<file path="config.mk">
export PLATFORM = sky130hd
export DESIGN_NAME = cpu_sequencer_flat
export DESIGN_NICKNAME = d
export VERILOG_FILES = /design/src/rtl/cpu_sequencer_if.sv /design/src/rtl/cpu_sequencer.sv /design/src/flat_wrapper.sv
export SDC_FILE = /design/constraint.sdc
export NUM_CORES = 1
export LEC_CHECK = 0
export CORE_ASPECT_RATIO = 0.9
export CORE_MARGIN = 2
export CORE_UTILIZATION = 40
export DETAILED_ROUTE_END_ITERATION = 10
export PLACE_DENSITY = 0.72
export SLEW_MARGIN = 20
export SYNTH_ARGS = -nofsm -noshare
export SYNTH_HDL_FRONTEND = slang
export SYNTH_SLANG_ARGS = --single-unit
</file>
<file path="constraint.sdc">
create_clock -name CLOCK_50 -period 1.4 [get_ports CLOCK_50]
set_input_delay 0.21 -clock CLOCK_50 [delete_from_list [all_inputs] [get_ports CLOCK_50]]
set_output_delay 0.21 -clock CLOCK_50 [all_outputs]
set_load 0.01 [all_outputs]
</file>
<file path="src/rtl/cpu_sequencer_if.sv">
// Control/strobe bundle between the lab5 sequencer and the datapath.
interface cpu_sequencer_if #(
    parameter int CNT_W = 16
);
    logic             run_en;
    logic             step;
    logic [6:0]       opcode;
    logic             ir_load;
    logic             pc_we;
    logic             rf_we;
    logic             ram_rden;
    logic             ram_wren;
    logic             halted;
    logic [2:0]       state;
    logic [CNT_W-1:0] retired;

    modport master (
        output run_en, step, opcode,
        input  ir_load, pc_we, rf_we, ram_rden, ram_wren, halted, state, retired
    );

    modport slave (
        input  run_en, step, opcode,
        output ir_load, pc_we, rf_we, ram_rden, ram_wren, halted, state, retired
    );
endinterface

</file>
<file path="src/rtl/cpu_sequencer.sv">
// Multi-cycle fetch/decode/exec/mem/writeback sequencer for the lab5 RISC-V datapath.
// All datapath write strobes are a pure decode of state and the latched opcode class.
//
//   state    | meaning
//   IDLE     | waiting for run_en or a step edge
//   FETCH    | ROM addressed with PC, q valid next cycle
//   DECODE   | ir_load, opcode class latched
//   EXEC     | ALU / branch evaluation
//   MEM      | store write or first load read cycle
//   MEM_WAIT | second load read cycle (registered RAM output)
//   WB       | pc_we, rf_we for writing classes; instruction retires
//   HALT     | illegal opcode seen, left only by rst
module cpu_sequencer #(
    parameter int CNT_W = 16
) (
    input  logic           CLOCK_50,
    input  logic           rst,
    cpu_sequencer_if.slave bus
);

    typedef enum logic [2:0] {
        IDLE     = 3'd0,
        FETCH    = 3'd1,
        DECODE   = 3'd2,
        EXEC     = 3'd3,
        MEM      = 3'd4,
        MEM_WAIT = 3'd5,
        WB       = 3'd6,
        HALT     = 3'd7
    } state_t;

    typedef enum logic [2:0] {
        CL_NONE = 3'd0,
        CL_R    = 3'd1,
        CL_I    = 3'd2,
        CL_S    = 3'd3,
        CL_L    = 3'd4,
        CL_B    = 3'd5,
        CL_JAL  = 3'd6,
        CL_JALR = 3'd7
    } class_t;

    state_t           state_q, state_d;
    class_t           class_q, class_d;
    class_t           op_class;
    logic             step_q;
    logic             step_pulse;
    logic [CNT_W-1:0] retired_q;

    assign step_pulse = bus.step & ~step_q;

    always_comb begin
        case (bus.opcode)
            7'b0110011: op_class = CL_R;
            7'b0010011: op_class = CL_I;
            7'b0100011: op_class = CL_S;
            7'b0000011: op_class = CL_L;
            7'b1100011: op_class = CL_B;
            7'b1101111: op_class = CL_JAL;
            7'b1100111: op_class = CL_JALR;
            default:    op_class = CL_NONE;
        endcase
    end

    always_ff @(posedge CLOCK_50 or posedge rst) begin
        if (rst) begin
            state_q   <= IDLE;
            class_q   <= CL_NONE;
            step_q    <= 1'b0;
            retired_q <= '0;
        end else begin
            state_q <= state_d;
            class_q <= class_d;
            step_q  <= bus.step;
            if (state_q == WB)
                retired_q <= retired_q + CNT_W'(1);
        end
    end

    always_comb begin
        state_d      = state_q;
        class_d      = class_q;
        bus.ir_load  = 1'b0;
        bus.pc_we    = 1'b0;
        bus.rf_we    = 1'b0;
        bus.ram_rden = 1'b0;
        bus.ram_wren = 1'b0;
        case (state_q)
            IDLE: begin
                // step_pulse is only honoured here, so edges elsewhere are dropped
                if (bus.run_en || step_pulse)
                    state_d = FETCH;
            end
            FETCH: state_d = DECODE;
            DECODE: begin
                bus.ir_load = 1'b1;
                class_d     = op_class;
                state_d     = (op_class == CL_NONE) ? HALT : EXEC;
            end
            EXEC: begin
                if (class_q == CL_L || class_q == CL_S)
                    state_d = MEM;
                else
                    state_d = WB;
            end
            MEM: begin
                bus.ram_wren = (class_q == CL_S);
                bus.ram_rden = (class_q == CL_L);
                state_d      = (class_q == CL_L) ? MEM_WAIT : WB;
            end
            MEM_WAIT: begin
                bus.ram_rden = 1'b1;
                state_d      = WB;
            end
            WB: begin
                bus.pc_we = 1'b1;
                bus.rf_we = (class_q != CL_S) && (class_q != CL_B) && (class_q != CL_NONE);
                state_d   = bus.run_en ? FETCH : IDLE;
            end
            HALT: state_d = HALT;
            default: state_d = IDLE;
        endcase
    end

    assign bus.halted  = (state_q == HALT);
    assign bus.state   = state_q;
    assign bus.retired = retired_q;

endmodule
</file>
<file path="src/flat_wrapper.sv">
// flat-port wrapper written by rule: the top's interface ports become plain ports
module cpu_sequencer_flat 
#(
    parameter int CNT_W = 16
)
  (CLOCK_50, rst, bus_run_en, bus_step, bus_opcode, bus_ir_load, bus_pc_we, bus_rf_we, bus_ram_rden, bus_ram_wren, bus_halted, bus_state, bus_retired);
  cpu_sequencer_if #(.CNT_W(CNT_W)) bus_i ();
  input  logic CLOCK_50;
  input  logic rst;
  input wire logic [$bits(bus_i.run_en)-1:0] bus_run_en;
  input wire logic [$bits(bus_i.step)-1:0] bus_step;
  input wire logic [$bits(bus_i.opcode)-1:0] bus_opcode;
  output wire logic [$bits(bus_i.ir_load)-1:0] bus_ir_load;
  output wire logic [$bits(bus_i.pc_we)-1:0] bus_pc_we;
  output wire logic [$bits(bus_i.rf_we)-1:0] bus_rf_we;
  output wire logic [$bits(bus_i.ram_rden)-1:0] bus_ram_rden;
  output wire logic [$bits(bus_i.ram_wren)-1:0] bus_ram_wren;
  output wire logic [$bits(bus_i.halted)-1:0] bus_halted;
  output wire logic [$bits(bus_i.state)-1:0] bus_state;
  output wire logic [$bits(bus_i.retired)-1:0] bus_retired;
  assign bus_i.run_en = bus_run_en;
  assign bus_i.step = bus_step;
  assign bus_i.opcode = bus_opcode;
  assign bus_ir_load = bus_i.ir_load;
  assign bus_pc_we = bus_i.pc_we;
  assign bus_rf_we = bus_i.rf_we;
  assign bus_ram_rden = bus_i.ram_rden;
  assign bus_ram_wren = bus_i.ram_wren;
  assign bus_halted = bus_i.halted;
  assign bus_state = bus_i.state;
  assign bus_retired = bus_i.retired;
  cpu_sequencer #(.CNT_W(CNT_W)) u_core (.CLOCK_50(CLOCK_50), .rst(rst), .bus(bus_i));
endmodule
</file>
======== Yosys cells after proc, flatten, opt, wreduce, memory -nomap -nowiden ========
Index checks and enable logic that the tools add are counted.
word-level totals
  register bits after elaboration ......... 23
  output and inout bits ................... 25
  word-level logic and storage cells ...... 45
operators by class
  add/subtract/negate cells ............... 1
  eq/ne operators ......................... 19
  mux-type cells .......................... 12
  bitwise logic cells ..................... 2
  reduce and logical (&&, ||, !) cells .... 7
operators with widths
  cell                     number
  $pmux W3 S8              1
  $eq A7 B7 Y1 const B     3
  $pmux W3 S7              1
  $add A16 B1 Y16 const B  1
  $eq A3 B3 Y1 const B     5
  $eq A7 B6 Y1 const B     2
  $eq A3 B2 Y1 const B     3
  $eq A7 B2 Y1 const B     1
  $eq A7 B5 Y1 const B     1
  $logic_not A3 Y1         2
  $mux W3                  2
  $mux W1                  5
  $mux W2                  2
  $eq A3 B1 Y1 const B     1
  $ne A3 B2 Y1 const B     1
  $ne A3 B3 Y1 const B     1
  $reduce_bool A3 Y1       1
  $logic_and A1 B1 Y1      2
  $logic_or A1 B1 Y1       2
  $ne A2 B1 Y1 const B     1
  $pmux W1 S2              1
  $and A1 B1 Y1            1
  $not A1 Y1               1

======== Longest topological paths before layout ========
Gate-level depths: netlist of run 1.
  word-level depth ........................ 5
  gate-level depth with buffers ........... 6

======== Worst setup path after synthesis of run 1 ========
No wires, ideal clock.
  path kind ............................... reg2reg
  start point ............................. register u_core.state_q[2], in the netlist u_core.bus.state[2]
  end point ............................... register u_core.class_q[1]
  arrival ................................. 1534 ps
  slack ................................... -258 ps
  cell stages (with the launch flop) ...... 4
  clock period less this slack ............ 1658 ps
  cells stage by stage .................... dfrtp_1 buf_2 nor3_1 mux2_2
on the way
  longest elaborated chain between the ends .. 1
RTL lines
  item                      line                 RTL
  start: declaration        cpu_sequencer.sv:43  state_t state_q, state_d;
  start signal: assignment  cpu_sequencer.sv:72  state_q <= state_d;
  $eq A3 B2 Y1              cpu_sequencer.sv:88  case (state_q)
  end signal: assignment    cpu_sequencer.sv:73  class_q <= class_d;
  end: declaration          cpu_sequencer.sv:44  class_t class_q, class_d;
No other way between the ends.
A chain may end at the register's enable or synchronous reset.

======== Worst setup path in the final report of run 1 ========
  start point ............................. register u_core.state_q[2], in the netlist u_core.bus.state[2]
  end point ............................... register u_core.retired_q[13], in the netlist u_core.bus.retired[13]
on the way
  longest elaborated chain between the ends .. 1
RTL lines
  item                    line                 RTL
  $eq A3 B3 Y1            cpu_sequencer.sv:75  if (state_q == WB)
  end signal: assignment  cpu_sequencer.sv:76  retired_q <= retired_q + CNT_W'(1);
  end: declaration        cpu_sequencer.sv:48  logic [CNT_W-1:0] retired_q;
No other way between the ends.

==> results by group, run 1 <==
Yosys
  • Number of register bits inferred by synthesis: 23
  • Post-synthesis net count: 135
  • Number of distinct standard cells referenced by the synthesized netlist: 37
  • Synth warnings: 0
  • Number of instances in the synthesized netlist: 123
  • Sequential element share of the synthesized area: 45.8%
  • Mean cell area of the mapped netlist: 10.2 sq um
  • Post-synthesis cell area: 1260 sq um

STA
  • Count of final setup violators: 20
  • Final critical path time including I/O delays and setup: 1660 ps
  • Setup repair after global routing missed its margin: yes
  • Number of endpoints with negative hold slack in the final report: 0
  • Max Freq: 601 MHz
  • Slack of the critical path: -263 ps
  • Slew Limit Headroom: 79.4%
  • Slew at the pin closest to its max-slew limit: 301 ps
  • Post-route clock skew: 3.80 ps
  • Share of the clock period used by the worst path: 119%
  • Accumulated negative setup slack: -3010 ps
  • Fin. max-slew vios: 0

Route
  • Via density per instance: 5.06
  • Aggregate routed wire length: 3730 um
  • Routed length on met1: 1540 um
  • Final routed DRC violation total: 0
  • Met2 wire length: 1870 um
  • Via total after detailed routing: 1300
  • Remaining antenna violation count: 0
  • Number of DRC markers in iteration 0: 31
  • Top Layer Used: met4
  • First-pass DRT Iterations: 4
  • DR WL met3: 205 um
  • Routed wire length per instance: 14.5 um

Power
  • Switching part of the total power: 36.5%
  • Clock share of power: 8.7%
  • IR drop worst, VDD: 1130 uV
  • Tot Pwr: 3610 uW
  • Combinational fraction of design power: 65.6%
  • LEAKAGE: 0.00116 uW
  • Power density of the placed cells: 1580 nW/um^2
  • Net switching component of the power: 1320 uW
  • Portion of total power attributed to sequential cells: 25.7%
  • Internal power of the cells: 2290 uW

Layout
  • Count of non-filler cells in the finished layout: 257
  • Area grow syn2layout: 82.0%
  • Count of inserted antenna diode cells: 0
  • Count of nets after finishing: 228
  • Share of the core filled with cells in the final layout: 75.7%
  • Fraction of final layout cells with drive strength greater than 1: 49.3%
  • Fill cell instance count of the final layout: 217

Clock tree
  • Largest buffer count on any clock path: 2
  • Clk sink count: 23
  • Hold bufs inserted after CTS: 0
  • Later-pin clock latency in the skew report: 310 ps
  • H-tree Lvls: 1
  • Clock input transition at the sequential cells of the worst setup and hold paths: 130 ps
  • Cts bufs inserted: 3
  • CTS tree: yes
  • Clk Tree Root Cell: clkbuf_4

Worst setup path
  • Data arrival time of the critical path: 1910 ps
  • Crit path launch type: register
  • Critical path data required time: 1650 ps
  • Class of the most critical setup path: reg2reg
  • Critical path fanouts, max: 5
  • Kind of end point of the critical path: register
  • Worst R2R Setup Slack: -260 ps

Die
  • Die W: 63.1 um
  • Count of pins on the block boundary: 36
  • Die Outline Area: 3610 sq um
  • Die Y: 57.2 um
  • Area of the core: 3020 sq um
  • # rows: 19
  • Initial Util: 41.6%

Global route
  • Overall Global Routing Usage: 19.4%
  • Remaining global-route overflow: 0
  • Number of antenna violations at the first check in global routing: 0
  • First-pass GRT wire length: 5450 um
  • Pin count of the biggest net entering global routing: 24
  • Via count of the first global-routing pass: 1260

Place
  • Weighted congestion at the end of routability-driven global placement: 0.883
  • Port Buf Inserts: 35
  • Estimated wirelength of the detail-placed design: 2130 um
  • Post-Place Cells: 219

Outcome
  • Violations in the final reports: negative setup slack
  • Result of the run: complete, but fails checks

Flow run
  • Max-cap violation count: 0

Worst hold path
  • Hold/Removal Path Class: in2async
-- per-stage QoR --
stage	area, sq um	hold WS (ps)	setup WS, ps
2_1_floorplan	1260	212	-80.4
3_3_place_gp	1810	456	-333
3_5_place_dp	1810	474	-361
4_1_cts	2120	225	-244
5_1_grt	2290	270	-332
6_report	2290	217	-263
-- synthesized netlist by cell type --
cell type | number | area [sq um]
o221a_2 | 1 | 11.3
nor3_2 | 2 | 20.0
a311oi_1 | 1 | 8.76
and4_1 | 1 | 8.76
nand3b_4 | 1 | 20.0
and4b_1 | 1 | 10.0
nand3_1 | 6 | 30.0
or2_1 | 1 | 6.26
ha_1 | 1 | 12.5
a21oi_1 | 3 | 15.0
clkbuf_1 | 2 | 7.51
a2bb2oi_1 | 1 | 8.76
nor2b_1 | 1 | 6.26
nor3b_1 | 1 | 7.51
nand2b_4 | 1 | 13.8
nand2_1 | 11 | 41.3
nand2b_1 | 1 | 6.26
or3_4 | 1 | 11.3
a211oi_1 | 3 | 22.5
nor3b_2 | 1 | 12.5
nor3_1 | 7 | 35.0
and3_1 | 1 | 6.26
nand3b_1 | 3 | 22.5
inv_1 | 8 | 30.0
buf_2 | 1 | 5.00
mux2i_1 | 2 | 20.0
o21ai_0 | 4 | 20.0
nor2_1 | 8 | 30.0
xor2_1 | 10 | 87.6
buf_6 | 1 | 11.3
nand4_4 | 1 | 21.3
or4_1 | 1 | 7.51
xnor2_1 | 7 | 61.3
mux2_2 | 2 | 22.5
o31ai_1 | 1 | 7.51
nand4_1 | 2 | 12.5
dfrtp_1 | 23 | 576
-- layout make-up --
type / instances / area [sq um] / area share (%)
inverters: 8 / 32.5 / 1.42
multi-input cells: 88 / 776 / 33.9
well taps: 42 / 52.6 / 2.30
clock buffers: 4 / 26.3 / 1.15
repair buffers: 92 / 821 / 35.9
flip-flops and latches: 23 / 578 / 25.3
-- power by group through the flow --
stage | registers, uW | clock network [uW] | logic (uW)
after detailed placement | 980 | 0 | 1440
final | 927 | 314 | 2360
after CTS | 908 | 314 | 2020
after global placement | 971 | 0 | 1410
after global routing | 947 | 353 | 2510
after floorplan | 1020 | 0 | 651
-- per-layer routing --
layer | GRT usage, % | vias up
met5 | 0 | -
met4 | 8.25 | 0
met3 | 3.35 | 14
met2 | 35.7 | 55
met1 | 22.4 | 623
li1 | - | 608
-- final timing paths --
path	start	end	depth (start not counted)
max	u_core.bus.state[2]	u_core.bus.retired[13]	7
min	rst	u_core.class_q[0]	3
max reg2reg	u_core.bus.state[2]	u_core.bus.retired[13]	7
min reg2reg	u_core.bus.retired[12]	u_core.bus.retired[12]	1
max in group asynchronous	rst	u_core.bus.state[2]	3
min in group CLOCK_50	bus_step	u_core.step_q	1
-- cells by family after synthesis --
kind of cell,Yosys count,share of synthesized area [%]
compound gates,14,7.47
xor+xnor,17,11.9
fa+ha+maj,1,0.996
buf+inv,12,4.28
flops,23,45.8
mux,4,3.39
simple gates,52,26.2
-- registers in the layout, indices dropped and copies added (netlist names) --
register / count
u_core.bus.retired: 16
u_core.bus.state: 3
u_core.class_q: 3
u_core.step_q: 1
-- critical path: stages (launching register included) --
cell	delay, ps
dfrtp_2	410
buf_6	120
buf_4	120
nand2b_4	70
buf_6	120
or3_4	420
nor3b_2	190
xor2_1	160
-- timing repair --
| action | 4_1_cts | 5_1_grt |
|---|---|---|
| cloned | 0 | 0 |
| buffers inserted | 31 | 10 |
| endpoints found under the setup margin | 36 | 28 |
| gates resized for setup | 83 | 40 |
| pin swaps | 12 | 15 |
-- cell usage in the layout (no fill, tap or decap), types with 2 or more instances in the layout --
cell type	synthesis	routed
dfrtp_1	23	21
buf_6	1	24
nor2_2	0	2
xnor2_1	7	7
clkbuf_4	0	3
a21oi_2	0	2
mux2_4	0	2
inv_1	8	7
nand2b_4	1	2
xor2_1	10	9
o21ai_1	0	2
clkdlybuf4s15_1	0	4
a211oi_2	0	2
mux2i_1	2	2
buf_2	1	5
dfrtp_2	0	2
buf_4	0	37
dlygate4sd2_1	0	12
nand4_1	2	2
clkdlybuf4s50_1	0	9
nor3_1	7	2
nor2_4	0	3
nor3b_2	1	2
nor2_1	8	3
nand3b_1	3	3
nand3_1	6	5
nor3_4	0	3
nor3_2	2	4
nand2_1	11	11
(Power assumes the default switching activity.)
==> inputs of run 2 (changes only) <==
PLACE_DENSITY = 0.73   (was 0.72)
==> run 2 against run 1 <==
Against the previous run:
- the run still ends with negative setup slack left
- clock skew is 2.7 ps higher
- first-iteration DRC count is 48% higher
- maximum frequency is 0.48% lower
- via count is 4.2% lower
- die area stayed put
- hold slack better by 14 ps
- combinational power is 13% lower
- final cell count is 1.2% lower
- non-clock buffer count is 3 lower
- clock power is 2% lower
- sequential power is 1% higher
- critical path depth is 1 lower
- critical endpoint unchanged
- highest routed layer unchanged
==> results by group, run 2 (synthesis results as in run 1) <==
Outcome
  • Result of the run: complete, but fails checks
  • Violations in the final reports: negative setup slack

Place
  • Port Buf Inserts: 35 (unchanged)
  • Weighted congestion at the end of routability-driven global placement: 0.850 (-3.7%)
  • Placement-stage cell area: 1810 sq um (unchanged)
  • Estimated wirelength of the detail-placed design: 2150 um (+1.0%)

Global route
  • Overall Global Routing Usage: 19.6% (+0.22 points)
  • First-pass GRT wire length: 5520 um (+1.3%)
  • Via count of the first global-routing pass: 1254 (-0.48%)
  • Pin count of the biggest net entering global routing: 24 (unchanged)
  • Remaining global-route overflow: 0 (unchanged)
  • Number of antenna violations at the first check in global routing: 0 (unchanged)

Layout
  • Count of nets after finishing: 225 (-1.3%)
  • Fraction of final layout cells with drive strength greater than 1: 45.8% (-3.5 points)
  • Count of inserted antenna diode cells: 0 (unchanged)
  • Most common cell after layout, fill and taps aside: buf_4
  • Number of flip-flops under the largest register name: 16 (unchanged)
  • Fill cell instance count of the final layout: 239 (+10%)
  • Area grow syn2layout: 72.0%
  • Post-route design area: 2160 sq um (-5.5%)
  • Most frequent cells in the layout: 44 x buf_4, 20 x dfrtp_1, 14 x dlygate4sd2_1

Clock tree
  • H-tree Lvls: 1 (unchanged)
  • Clock input transition at the sequential cells of the worst setup and hold paths: 130 ps (about the same)
  • Cts bufs inserted: 3 (unchanged)
  • Largest buffer count on any clock path: 2 (unchanged)
  • Clk sink count: 23 (unchanged)
  • CTS tree: yes
  • Clk Tree Root Cell: clkbuf_4
  • Later-pin clock latency in the skew report: 300 ps (about the same)

STA
  • Number of endpoints with negative hold slack in the final report: 0 (unchanged)
  • Count of final setup violators: 15 (-25%)
  • Fin. max-slew vios: 0 (unchanged)
  • Post-route clock skew: 6.52 ps (+2.72 ps)
  • Setup repair after global routing missed its margin: yes
  • Worst slack on hold paths: 231 ps (+14.5 ps)
  • Share of the clock period used by the worst path: 119% (+0.57 points)
  • Max Freq: 599 MHz (-0.48%)
  • Slack of the critical path: -271 ps (-7.97 ps)
  • Slew at the pin closest to its max-slew limit: 295 ps (-6.30 ps)
  • Final critical path time including I/O delays and setup: 1670 ps (+7.97 ps)
  • Slew Limit Headroom: 80.4% (+0.99 points)

Worst setup path
  • Crit path launch type: register
  • Worst R2R Setup Slack: -270 ps (about the same)
  • Critical path fanouts, max: 5 (unchanged)
  • Kind of end point of the critical path: register
  • Worst r2r dst: u_core.bus.retired[13]
  • Critical path data required time: 1640 ps (about the same)
  • Reg-to-reg startpoint: u_core.bus.state[0]
  • Class of the most critical setup path: reg2reg
  • Worst setup path start: u_core.bus.state[0]
  • Number of cells on the worst reg-to-reg path: 6 (-1)
  • Data arrival time of the critical path: 1910 ps (about the same)

Route
  • Via density per instance: 4.91 (-3.0%)
  • Number of DRC markers in iteration 0: 46 (+48%)
  • Aggregate routed wire length: 3420 um (-8.3%)
  • First-pass DRT Iterations: 6 (+2)
  • Final routed DRC violation total: 0 (unchanged)
  • Via total after detailed routing: 1246 (-4.2%)
  • Routed wire length per instance: 13.5 um (-7.2%)
  • Remaining antenna violation count: 0 (unchanged)

Power
  • Portion of total power attributed to sequential cells: 28.3% (+2.6 points)
  • LEAKAGE: 0.00110 uW (-5.5%)
  • Switching part of the total power: 36.2% (-0.26 points)
  • Clock share of power: 9.3% (+0.6 points)
  • IR drop worst, VDD: 1220 uV (+7.9%)
  • Net switching component of the power: 1200 uW (-8.9%)
  • Combinational fraction of design power: 62.4% (-3.2 points)
  • Power density of the placed cells: 1530 nW/um^2 (-2.9%)
  • Internal power of the cells: 2110 uW (-7.9%)

Flow run
  • Max-cap violation count: 0 (unchanged)

Die
  • Initial Util: 41.6% (unchanged)
  • Area of the core: 3020 sq um (unchanged)
  • Count of pins on the block boundary: 36 (unchanged)
  • # rows: 19 (unchanged)
  • Die W: 63.1 um (unchanged)
  • Die Y: 57.2 um (unchanged)
  • Die Outline Area: 3610 sq um (unchanged)

Worst hold path
  • Hold/Removal Path Class: in2async
-- run 2: per-layer routing --
layer  wire (um)  up-vias  track usage (%)  share of wire (%)
met1        1370      603             23.3                 40
met2        1880       34             37.2                 55
met5           0        -                0                  0
met4          13        0             4.44               0.38
met3         153        2             3.35                4.5
li1            -      607                -                  -
-- run 2: power groups by stage --
stage          sequential, uW  clock (uW)  combinational [uW]
2_1_floorplan            1020           0                 651
3_3_place_gp              971           0                1410
3_5_place_dp              976           0                1450
4_1_cts                   912         316                1900
5_1_grt                   952         357                2210
6_report                  936         308                2060
-- run 2: critical path, stage by stage, from the launching register on --
cell	delay [ps]
dfrtp_2	470
buf_6	130
nand2b_4	150
buf_6	110
or3_4	420
nor3b_2	190
xor2_1	150
-- run 2: cell type report --
class                           instances  area, sq um  share of cell area (%)
Inverter                                8         32.5                    1.51
Timing Repair Buffer                   89          754                    34.9
Clock buffer                            4         26.3                    1.22
Sequential cell                        23          579                    26.8
Multi-Input combinational cell         88          716                    33.1
Tap cell                               42         52.6                    2.43
-- run 2: timing repair --
action / CTS / global route
buffers inserted: 28 / 4
setup endpoints to repair: 38 / 25
resized for setup: 74 / 16
cloned: 0 / 0
pin swaps: 12 / 9
hold buffers: 0 / 0
-- run 2: stage by stage --
| stage | worst slack, ps | utilization, % | cells | TNS (ps) | total power, uW |
|---|---|---|---|---|---|
| after global routing | -333 | 71.6 | 254 | -3370 | 3510 |
| after floorplan | -80.4 | - | 123 | -429 | 1680 |
| final | -271 | 71.6 | 254 | -2310 | 3310 |
| after detailed placement | -348 | 60.0 | 219 | -2990 | 2420 |
| after CTS | -261 | 69.0 | 250 | -2110 | 3130 |
| after global placement | -334 | 60.0 | 219 | -2700 | 2380 |
-- run 2: worst max path at each step --
stage	slack [ps]	cells past startpoint	endpoint
floorplan	-80	5	u_core.bus.retired[13]
global placement	-330	4	u_core.class_q[2]
detailed placement	-350	4	u_core.class_q[2]
CTS	-260	6	u_core.bus.retired[11]
global route	-330	6	u_core.bus.retired[11]
finish	-270	6	u_core.bus.retired[13]
==> inputs of run 3 (changes only) <==
HOLD_SLACK_MARGIN = 0.03   (was default)
==> results of run 3 <==
Final layout, timing and power as in run 2 (identical DEF).
